`config.mk`:
```
export PLATFORM = sky130hd
export DESIGN_NAME = mux_share_arbiter
export DESIGN_NICKNAME = d
export VERILOG_FILES = /design/src/rtl/mux_share_arbiter.sv
export SDC_FILE = /design/constraint.sdc
export NUM_CORES = 1
export LEC_CHECK = 0
export ABC_AREA = 1
export CORE_MARGIN = 1.5
export CORE_UTILIZATION = 30
export DETAILED_ROUTE_END_ITERATION = 12
export PLACE_DENSITY = 0.53
export SETUP_SLACK_MARGIN = 0.1
export SLEW_MARGIN = 20
export SYNTH_ARGS = -nofsm -noshare
export SYNTH_HDL_FRONTEND = slang
export SYNTH_SLANG_ARGS = --single-unit
```
`constraint.sdc`:
```
create_clock -name clk -period 1.98 [get_ports clk]
set_input_delay 0.396 -clock clk [delete_from_list [all_inputs] [get_ports clk]]
set_output_delay 0.396 -clock clk [all_outputs]
set_load 0.05 [all_outputs]
```
`src/rtl/mux_share_arbiter.sv`:
```
// Round-robin owner of a shared 2:1 data mux feeding a registered valid/ready output stage.
// Define MUX_SHARE_ARB_STATS_EN to add per-side accepted-beat counters (cnt_a, cnt_b).
module mux_share_arbiter #(
    parameter int WIDTH    = 5,
    parameter int MAX_HOLD = 4
) (
    input  logic             clk,
    input  logic             rst_n,
    input  logic             req_a,
    input  logic [WIDTH-1:0] a_data,
    output logic             gnt_a,
    input  logic             req_b,
    input  logic [WIDTH-1:0] b_data,
    output logic             gnt_b,
    output logic             sel,
    output logic [WIDTH-1:0] y,
    output logic             y_valid,
    input  logic             y_ready
`ifdef MUX_SHARE_ARB_STATS_EN
    ,
    output logic [15:0]      cnt_a,
    output logic [15:0]      cnt_b
`endif
);

    localparam int CW = (MAX_HOLD < 1) ? 1 : $clog2(MAX_HOLD + 1);
    localparam logic [CW-1:0] HOLD_MAX = CW'(MAX_HOLD);

    typedef enum logic [1:0] {IDLE, OWN_A, OWN_B} state_t;

    state_t        state, state_next;
    logic [CW-1:0] beat_cnt, beat_cnt_d, beat_cnt_acc;
    logic          last_owner_b, last_owner_b_d;
    logic          sel_d;
    logic          slot_free, xfer_a, xfer_b;
    logic          mine_req, other_req;

    always_comb begin
        slot_free      = !y_valid || y_ready;
        gnt_a          = (state == OWN_A) && slot_free;
        gnt_b          = (state == OWN_B) && slot_free;
        xfer_a         = req_a && gnt_a;
        xfer_b         = req_b && gnt_b;
        beat_cnt_acc   = beat_cnt;
        if ((xfer_a || xfer_b) && beat_cnt != HOLD_MAX)
            beat_cnt_acc = beat_cnt + CW'(1);
        mine_req       = (state == OWN_B) ? req_b : req_a;
        other_req      = (state == OWN_B) ? req_a : req_b;
        state_next     = state;
        beat_cnt_d     = beat_cnt_acc;
        last_owner_b_d = last_owner_b;
        sel_d          = sel;
        case (state)
            IDLE: begin
                // Contention in IDLE goes to whichever side did not own last.
                if (req_a && (!req_b || last_owner_b)) begin
                    state_next     = OWN_A;
                    last_owner_b_d = 1'b0;
                    beat_cnt_d     = '0;
                    sel_d          = 1'b0;
                end else if (req_b) begin
                    state_next     = OWN_B;
                    last_owner_b_d = 1'b1;
                    beat_cnt_d     = '0;
                    sel_d          = 1'b1;
                end
            end
            OWN_A, OWN_B: begin
                if (other_req && (!mine_req || beat_cnt_acc == HOLD_MAX)) begin
                    state_next     = (state == OWN_A) ? OWN_B : OWN_A;
                    last_owner_b_d = (state == OWN_A);
                    beat_cnt_d     = '0;
                    sel_d          = (state == OWN_A);
                end else if (!mine_req) begin
                    state_next = IDLE;
                end
            end
            default: state_next = IDLE;
        endcase
    end

    always_ff @(posedge clk) begin
        if (!rst_n) begin
            state        <= IDLE;
            beat_cnt     <= '0;
            last_owner_b <= 1'b1;
            sel          <= 1'b0;
            y            <= '0;
            y_valid      <= 1'b0;
        end else begin
            state        <= state_next;
            beat_cnt     <= beat_cnt_d;
            last_owner_b <= last_owner_b_d;
            sel          <= sel_d;
            if (xfer_a) begin
                y       <= a_data;
                y_valid <= 1'b1;
            end else if (xfer_b) begin
                y       <= b_data;
                y_valid <= 1'b1;
            end else if (y_ready) begin
                y_valid <= 1'b0;
            end
        end
    end

`ifdef MUX_SHARE_ARB_STATS_EN
    always_ff @(posedge clk) begin
        if (!rst_n) begin
            cnt_a <= '0;
            cnt_b <= '0;
        end else begin
            if (xfer_a && cnt_a != '1) cnt_a <= cnt_a + 16'd1;
            if (xfer_b && cnt_b != '1) cnt_b <= cnt_b + 16'd1;
        end
    end
`endif

endmodule

```
== Word level (Yosys, flattened, before mapping) ==
Cells that the tools add are included.
Word-level totals
  bits in registers: 13
  output and inout port bits: 9
  word-level logic and storage cells: 57
Cells by class
  add/subtract/negate cells: 1
  eq/ne operators: 7
  muxes and demuxes: 22
  reduce and logical (&&, ||, !) cells: 21
Operators by type and width (count)
  two-way mux 3 bit: 4
  two-way mux 2 bit: 5
  two-way mux 5 bit: 2
  inequality test 3 bit (second input constant): 3
  two-way mux 1 bit: 8
  logical AND 1 bit: 7
  case mux 3 bit (2 select lines): 1
  logical OR 1 bit: 4
  case mux 2 bit (2 select lines): 1
  nonzero test 2 bit: 2
  adder 3 x 1 -> 3 bit (second input constant): 1
  == test 3 bit (second input constant): 1
  logical NOT 1 bit: 3
  AND reduction 3 bit: 1
  nonzero test 3 bit: 1
  == test 2 x 1 -> 1 bit (second input constant): 1
  == test 2 bit (second input constant): 1
  logical NOT 2 bit: 1
  inequality test 2 bit (second input constant): 1
  case mux 1 bit (2 select lines): 1
  AND reduction 2 bit: 1
  OR reduction 2 bit: 1

== Depth between registers and ports, before layout ==
Gate-level depths: netlist of run 1.
  depth after elaboration: 12
  mapped depth: 16

== Worst setup path after synthesis of run 1 ==
Ideal clock, no wire load.
  kind: flip-flop to output port
  from: register y_valid
  to: output port gnt_b
  arrival time: 1.408 ns
  path slack: 0.176 ns
  cell stages (with the launch flop): 4
  path buffers: 0
  path through: dfxtp_1 -> nand2_4 -> inv_1 -> nor2_1
On the way
  word-level cells in the longest chain between the ends: 3
Ends and longest elaborated chain
  start: declaration: line 17  | output logic y_valid,
  start signal: assignment: line 89  | y_valid <= 1'b0;
  start signal: assignment: line 97  | y_valid <= 1'b1;
  start signal: assignment: line 100  | y_valid <= 1'b1;
  logical NOT 1 bit: line 39  | slot_free = !y_valid || y_ready;
  logical OR 1 bit: line 39
  logical AND 1 bit: line 41  | gnt_b = (state == OWN_B) && slot_free;
  end: declaration: line 14  | output logic gnt_b,
Every way passes these cells.

== Worst setup path in the final report of run 1 ==
  from: register sel
  to: output port sel
RTL lines
  start: declaration: line 15  | output logic sel,
  start signal: assignment: line 94  | sel <= sel_d;
No word-level cell between the ends.

==> results of run 1 <==
[worst max path at each step]
stage	start	end	slack (ps)
after floorplan	y_valid	gnt_b	180
after global placement	y_ready	state[1]	-30
after detailed placement	y_ready	state[0]	-80
after CTS	state[0]	gnt_b	100
after global routing	req_b	state[0]	90
final	sel	sel	160
[per-stage QoR]
step / setup WS (ps) / setup TNS, ps / power [mW] / instances
after floorplan: 176 / 0 / 1.02 / 122
after global placement: -28.3 / -102 / 1.31 / 182
after detailed placement: -77.2 / -438 / 1.32 / 182
after CTS: 105 / 0 / 1.50 / 186
after global routing: 85.2 / 0 / 1.68 / 187
final: 164 / 0 / 1.55 / 187
[what timing repair did]
item                                    4_1_cts  5_1_grt
setup buffers                                 0        1
resized for setup                             2       13
endpoints found under the setup margin        2       10
pin swaps                                     0        9
gates cloned                                  0        0
[report_power, final]
group | internal (mW) | switching (mW) | total (mW)
clock network | 0.0783 | 0.0948 | 0.173
registers | 0.337 | 0.0487 | 0.386
logic | 0.387 | 0.600 | 0.987
[state kept, by name, indices dropped and copies added (netlist names)]
name and count:
y_valid 1, state 2, beat_cnt 3, last_owner_b 1
y 5, sel 1
[cells by family (layout without fill, tap and decap cells)]
group | after synthesis | count (layout) | share of synthesized area (%)
compound gates | 21 | 21 | 12.4
xor+xnor | 1 | 1 | 1.02
fa+ha+maj | 6 | 6 | 8.76
buf+inv | 19 | 53 | 8.32
flops | 13 | 13 | 30.4
simple gates | 62 | 62 | 39.1
[per-layer routing]
layer	part of all wire, %	global-route usage, %	wire [um]
met5	0	0	0
met4	2.2	6.80	46
met3	3.9	3.92	82
met2	50	24.8	1070
met1	44	16.5	922
[cell usage after synthesis]
| cell type | count | share of area, % |
|---|---|---|
| xnor2_1 | 1 | 1.0 |
| a21oi_1 | 7 | 4.1 |
| nand3b_1 | 1 | 0.88 |
| nand3_1 | 8 | 4.7 |
| dfxtp_1 | 13 | 30 |
| or2_2 | 1 | 0.73 |
| o21ai_0 | 11 | 6.4 |
| inv_1 | 17 | 7.4 |
| nor2_1 | 14 | 6.1 |
| nand3_4 | 2 | 4.1 |
| ha_1 | 6 | 8.8 |
| a31oi_1 | 1 | 0.73 |
| nand2_1 | 20 | 8.8 |
| nand3_2 | 1 | 1.2 |
| inv_2 | 2 | 0.88 |
| nand2_2 | 10 | 7.3 |
| nand2_4 | 3 | 3.9 |
| nand4_1 | 2 | 1.5 |
| o21ai_1 | 2 | 1.2 |
[layout make-up]
type / instances / area [um^2] / area share [%]
inverter: 19 / 71.3 / 5.62
tap: 31 / 38.8 / 3.06
sequential: 13 / 265 / 20.9
multi-input combinational: 90 / 561 / 44.2
clock buffer: 4 / 26.3 / 2.07
timing repair buffer: 30 / 307 / 24.2
==> impl_metrics.csv, run 1 <==
group,metric,value,unit
run_status,status,"finished clean",
sta,drv_slew,0,
global_routing,grt.overflow.total,0,
routing,via_count,866,
synthesis,synth_area,857,um^2
cells_and_area,num_antenna_cells,0,
sta,final-setup-viol-count,0,
sta,fin_skew,4.06,ps
cts,clock_path_buffers,2,
floorplanning,fp.dieW,56.5,um
worst_hold_path,worst_hold_path_type,"flip-flop to flip-flop",
floorplanning,core_area,0.00273,mm^2
routing,drcViolationCount,0,
worst_setup_path,required,1580,ps
cells_and_area,fin_area,0.00127,mm^2
sta,fmax,0.551,GHz
worst_hold_path,min_to,"sel",
cts,cts-hold-fix-buffers,0,
placement,io_buffers,23,
global_routing,grt_util_all_layers,14.5,%
worst_setup_path,reg2reg_depth,16,
run,max_cap_violations,0,
cells_and_area,area_growth,48.0,%
routing,viasPerCell,4.63,
sta,hold_slack,472,ps
floorplanning,dieArea,0.00319,mm^2
cts,clk_pin_slew_worst_paths,90,ps
cts,clk-insertion-delay-late,280,ps
worst_setup_path,crit_cells,1,
pwr,p_leak,0.591,nW
synthesis,postSynthAreaPerCell,7.03,um^2
worst_setup_path,path_cells,"clkdlybuf4s50_1",
routing,post_drt_wl_per_cell,11.3,um
synthesis,synthDistinctLibCells,19,
synthesis,synth-warning-count,0,
global_routing,first_global_vias,915,
cts,cts.htree.levels,1,
cells_and_area,fill_cells,276,
worst_setup_path,r2r_slack,260,ps
cells_and_area,layout-drive-gt1-share,25.6,%
sta,final_hold_viol_count,0,
floorplanning,core.rowCount,19,
routing,routed_wl,2.12,mm
pwr,power_density,1220,mW/mm^2
cts,clock-sinks,13,
worst_setup_path,crit_family,"buffers and inverters",
placement,hpwl,1.68,mm
synthesis,ys_ff_latch,13,
worst_setup_path,timing.rr.start,"state[0]",
sta,period_minus_slack,1820,ps
worst_setup_path,crit_path_max_fanout,2,
floorplanning,die_h,56.5,um
cts,cts_buffers,3,
worst_setup_path,end_kind,"primary output",
global_routing,antenna_found_initial,0,
global_routing,grt_pass1_wl,3.64,mm
synthesis,syn_inst,122,
sta,relSlewSlack,65.6,%
worst_setup_path,setup.worst_path.class,"flip-flop to primary output",
routing,dr.pass1.iters,4,
synthesis,yosysSeqAreaShare,30.4,%
routing,drt_iter0_drc,16,
global_routing,grt_max_degree,9,
placement,place_area,0.00119,mm^2
sta,grt_setup_unrepaired,"yes",
cells_and_area,post-route-util,46.4,%
worst_setup_path,critPathArrivalTime,1420,ps
worst_setup_path,crit_buf_inv,1,
routing,ant_nets,0,
cells_and_area,layout_commonest_cell,"nand2_1",
worst_hold_path,hp-start,"sel",
cells_and_area,layout_common_cells,"19 x nand2_1, 18 x clkdlybuf4s50_1, 15 x inv_1",
sta,tightestPinTransition,515,ps
placement,place_congestion,0.831,
worst_hold_path,min_path_cells,2,
worst_setup_path,r2r_end,"state[0]",
worst_setup_path,worst_path_largest_cell_delay,800,ps
sta,min_period_over_period,91.7,%
pwr,vdd_drop_max,0.000684,V
worst_setup_path,crit_path_start_kind,"flip-flop",
cts,cts_tree,"built",
worst_setup_path,cp_slowest_cell,"clkdlybuf4s50_1",
floorplanning,io_pins,24,
cells_and_area,nets,178,
floorplanning,initial_utilization,31.4,%
synthesis,syn-num-nets,143,
cts,clock-root-buffer,"clkbuf_4",
(Power assumes the default switching activity.)
==> run 2: changes to the inputs <==
CORE_UTILIZATION = 40   (was 30)
PLACE_DENSITY = 0.68   (was 0.53)
==> run 2 against run 1 <==
Compared with the run above:
- sequential share of layout area decreased by 0.20 points
- cell count decreased by 1.1%
- global-route usage increased by 3.2 points
- via count increased by 1.4%
- critical path type unchanged
==> impl_metrics.csv, run 2 (synthesis gave the netlist of run 1 again) <==
group,metric,value,unit
run_status,status,"finished clean",
sta,grt_setup_unrepaired,"no",
routing,drcViolationCount,0,
worst_hold_path,hp-start,"last_owner_b",
cts,cts_buffers,3,
sta,tightestPinTransition,503,ps
placement,place_inst,178,
worst_setup_path,required,1580,ps
floorplanning,initial_utilization,43.2,%
worst_setup_path,path_cells,"clkdlybuf4s50_1",
worst_setup_path,timing.rr.start,"state[1]",
cts,clk_pin_slew_worst_paths,80,ps
global_routing,grt_pass1_wl,3.39,mm
worst_setup_path,crit_family,"buffers and inverters",
worst_hold_path,min_path_cells,2,
pwr,p_leak,0.600,nW
sta,final_hold_viol_count,0,
worst_setup_path,crit_path_start_kind,"flip-flop",
pwr,power_density,1210,mW/mm^2
cells_and_area,layout_commonest_cell,"nand2_1",
cells_and_area,post-route-util,64.0,%
cells_and_area,fill_cells,186,
cells_and_area,layout-drive-gt1-share,24.7,%
cts,clock_path_buffers,2,
global_routing,antenna_found_initial,0,
floorplanning,die_h,49.3,um
routing,drt_iter0_drc,14,
sta,final-setup-viol-count,0,
floorplanning,dieArea,0.00243,mm^2
global_routing,grt_util_all_layers,17.6,%
cts,cts_tree,"built",
routing,viasPerCell,4.75,
cts,cts.htree.levels,1,
floorplanning,io_pins,24,
routing,ant_nets,0,
routing,via_count,878,
worst_setup_path,setup.worst_path.class,"flip-flop to primary output",
placement,place_congestion,0.785,
worst_setup_path,end_kind,"primary output",
worst_setup_path,crit_buf_inv,1,
run,max_cap_violations,0,
worst_setup_path,reg2reg_depth,16,
worst_setup_path,crit_path_max_fanout,2,
worst_setup_path,r2r_end,"state[0]",
cells_and_area,largest_reg_flops,5,
sta,relSlewSlack,66.4,%
cells_and_area,area_growth,48.0,%
sta,fin_skew,3.70,ps
cts,cts-hold-fix-buffers,0,
cells_and_area,nets,180,
floorplanning,fp.dieW,49.3,um
pwr,vdd_drop_max,0.000766,V
global_routing,first_global_vias,857,
sta,min_period_over_period,92.8,%
cts,clk-insertion-delay-late,270,ps
worst_hold_path,worst_hold_path_type,"flip-flop to flip-flop",
cts,clock-root-buffer,"clkbuf_4",
routing,dr.pass1.iters,4,
cells_and_area,reg_top3,"y x5, beat_cnt x3, state x2",
worst_setup_path,r2r_slack,280,ps
worst_setup_path,worst_path_largest_cell_delay,820,ps
placement,io_buffers,23,
worst_setup_path,critPathArrivalTime,1440,ps
cells_and_area,largest_register,"y",
worst_hold_path,min_to,"last_owner_b",
routing,post_drt_wl_per_cell,10.8,um
sta,drv_slew,0,
sta,fmax,0.544,GHz
worst_setup_path,cp_slowest_cell,"clkdlybuf4s50_1",
routing,routed_wl,2.00,mm
placement,hpwl,1.55,mm
cells_and_area,stdcell_count,185,
cells_and_area,layout_common_cells,"20 x nand2_1, 17 x clkdlybuf4s50_1, 15 x inv_1",
global_routing,grt_max_degree,9,
global_routing,grt.overflow.total,0,
cts,clock-sinks,13,
floorplanning,core_area,0.00198,mm^2
sta,period_minus_slack,1840,ps
floorplanning,core.rowCount,16,
cells_and_area,num_antenna_cells,0,
run 2: cell count changes in the layout (fill, tap and decap cells not counted), sizes merged:
cell | previous run | this run
clkdlybuf4s50 | 18 | 17
buf | 9 | 11
dlymetal6s2s | 2 | 3
run 2: layer usage:
layer	routed length [um]	up-vias	track usage, %
li1	-	464	-
met2	1030	15	32.7
met3	58	4	2.15
met1	885	395	20.5
met5	0	-	0
met4	26	0	6.19
run 2: how the worst max path moves through the flow:
stage                         from        to  slack [ps]  cells past startpoint
after floorplan            y_valid     gnt_b         180                      3
after global placement     y_ready  state[0]         -40                     16
after detailed placement   y_ready  state[1]        -100                     17
after CTS                  y_ready     gnt_b         130                      6
after global routing      state[1]  state[0]         100                     16
final                         y[1]      y[1]         140                      1
run 2: metrics by stage:
step	hold WS (ps)	power (mW)	TNS [ps]	instance area, um^2	setup slack (ps)
floorplan	429	1.02	0	857	176
global placement	450	1.30	-256	1190	-42.6
detailed placement	450	1.31	-546	1190	-97.9
CTS	471	1.48	0	1210	126
global route	484	1.64	0	1270	95.8
finish	464	1.53	0	1270	142
run 2: final cells by class:
type,count,area [um^2],share of cell area [%]
Tap cell,27,33.8,2.66
Multi-Input combinational cell,90,551,43.4
Clock buffer,4,26.3,2.07
Inverter,19,71.3,5.62
Timing Repair Buffer,32,324,25.5
Sequential cell,13,263,20.7
run 2: timing repair:
item	CTS	global route
gates resized for setup	2	10
setup buffers	0	3
pin swaps	0	9
setup endpoints to repair	2	9
run 2: power breakdown:
group          internal, mW  switching, mW  leakage (nW)
combinational         0.393          0.586         0.478
sequential            0.335         0.0496         0.107
clock                0.0780         0.0922        0.0150
total                 0.806          0.728         0.600
==> run 3: changes to the inputs <==
clock period = 1.8 ns   (was 1.98 ns; I/O delays follow)
==> run 3 against run 2 <==
Compared with the run above:
- power is 14% higher
- combinational power is 15% higher
- cell count is 1.6% higher
- first-iteration DRC count is 100% higher
- hold slack better by 6.9 ps
- count of clock-buffer cells in the layout stayed put
- clock skew is 6.4 ps higher
- cell area is 2.5% higher
- wire length is 5.8% higher
- register-to-register slack worse by 140 ps
- die area stayed put
- highest routed layer unchanged
==> impl_metrics.csv, run 3 (synthesis gave the netlist of run 1 again) <==
group,metric,value,unit
run_status,status,"finished clean",
sta,final_hold_viol_count,0,
pwr,p_int,0.912,mW
global_routing,grt_max_degree,9,
global_routing,grt-busiest-layer,"met2",
cts,clk_pin_slew_worst_paths,70,ps
routing,dr.pass1.iters,4,
cells_and_area,fin_area,0.00130,mm^2
sta,fin_skew,10.1,ps
global_routing,use_met1,21.9,%
floorplanning,die_h,49.3,um
cells_and_area,post-route-util,65.6,%
cells_and_area,largest_reg_flops,5,
routing,drt_iter0_drc,28,
cells_and_area,area_growth,51.7,%
worst_setup_path,required,1440,ps
routing,via_count,901,
pwr,p_switching,0.837,mW
sta,hold_slack,471,ps
sta,fmax,0.601,GHz
cells_and_area,fill_cells,179,
global_routing,grt.overflow.total,0,
pwr,power_density,1350,mW/mm^2
sta,grt_setup_unrepaired,"yes",
cts,cts.htree.levels,1,
run,max_cap_violations,0,
placement,place_inst,181,
cts,clock-sinks,13,
worst_hold_path,worst_hold_path_type,"flip-flop to flip-flop",
worst_setup_path,end_kind,"primary output",
cells_and_area,largest_register,"y",
sta,drv_slew,0,
worst_setup_path,worst_path_largest_cell_delay,370,ps
floorplanning,core_area,0.00198,mm^2
cts,clk-insertion-delay-late,290,ps
pwr,vdd_drop_max,0.000761,V
floorplanning,dieArea,0.00243,mm^2
worst_setup_path,setup.worst_path.class,"flip-flop to primary output",
placement,place_area,0.00119,mm^2
cts,clock-root-buffer,"clkbuf_4",
placement,io_buffers,23,
cells_and_area,reg_top3,"y x5, beat_cnt x3, state x2",
routing,routed_wl,2.11,mm
sta,tightestPinTransition,342,ps
cts,cts_buffers,3,
worst_setup_path,path_cells,"inv_4 > ha_4 > buf_4 > inv_1 > nor2_2 > buf_12",
worst_setup_path,crit_path_start_kind,"flip-flop",
global_routing,use_met2,32.7,%
cells_and_area,layout_common_cells,"19 x nand2_1, 19 x buf_4, 14 x inv_1",
global_routing,grt.met3_usage,3.99,%
pwr,p_clk_share,10.7,%
floorplanning,core.rowCount,16,
routing,ant_nets,0,
global_routing,grt_pass1_wl,3.50,mm
cts,clock_path_buffers,2,
routing,post_drt_wl_per_cell,11.2,um
worst_setup_path,crit_path_max_fanout,3,
pwr,p_comb_share,64.4,%
floorplanning,io_pins,24,
routing,drcViolationCount,0,
routing,viasPerCell,4.79,
sta,tns,0,ps
placement,place_congestion,0.815,
cts,cts_tree,"built",
sta,worst_slack,136,ps
worst_setup_path,critPathArrivalTime,1300,ps
pwr,p_total,1.75,mW
sta,final-setup-viol-count,0,
cells_and_area,layout-drive-gt1-share,35.4,%
worst_setup_path,crit_buf_inv,4,
worst_setup_path,cp_slowest_cell,"dfxtp_4",
sta,relSlewSlack,77.1,%
sta,period_minus_slack,1660,ps
placement,hpwl,1.64,mm
floorplanning,fp.dieW,49.3,um
global_routing,first_global_vias,842,
cells_and_area,num_antenna_cells,0,
global_routing,grt_util_all_layers,18.8,%
cells_and_area,nets,183,
placement,place_ws,-212,ps
pwr,power_frac_seq,24.9,%
pwr,p_leak,0.613,nW
pwr,swShare,47.9,%
floorplanning,initial_utilization,43.2,%
global_routing,antenna_found_initial,0,
worst_setup_path,crit_family,"flip-flops",
cells_and_area,stdcell_count,188,
sta,min_period_over_period,92.4,%
run 3: worst reg2reg max path, stage by stage (launching register included):
cell	delay [ps]
dfxtp_4	370
inv_4	70
ha_4	160
nand3_4	80
nand2_4	90
nand3b_1	110
nand2_2	100
nand3_2	80
nand2_2	90
nand2_2	70
nand2_2	90
nand2_2	60
nor2_1	120
nor2_1	50
nor2_1	70
run 3: layer usage:
layer,up-vias,part of all wire [%]
met5,-,0
li1,471,-
met1,409,45
met4,0,1.8
met3,5,3.8
met2,16,49
run 3: power groups by stage:
stage               sequential, mW  clock [mW]  combinational, mW
global placement             0.415           0               1.03
CTS                          0.427       0.193               1.08
global route                 0.445       0.205               1.22
floorplan                    0.564           0              0.559
finish                       0.436       0.186               1.13
detailed placement           0.420           0               1.04
run 3: final cells by class:
cell class | instances | area, um^2 | share of cell area (%)
inverters | 19 | 76.3 | 5.87
well taps | 27 | 33.8 | 2.60
repair buffers | 35 | 323 | 24.8
flip-flops and latches | 13 | 270 | 20.8
clock buffers | 4 | 26.3 | 2.02
multi-input cells | 90 | 571 | 43.9
run 3: path summary, 6_finish.rpt:
path         startpoint       end  slack (ps)  cells after the start
max            state[1]     gnt_a         140                      6
min                 sel       sel         470                      2
max reg2reg    state[0]  state[0]         140                     14
min reg2reg         sel       sel         470                      2
run 3: what timing repair did:
action / 4_1_cts / 5_1_grt
setup buffers: 0 / 3
resized for setup: 14 / 8
hold buffers: 0 / 0
pin swaps: 9 / 11
setup endpoints to repair: 9 / 9
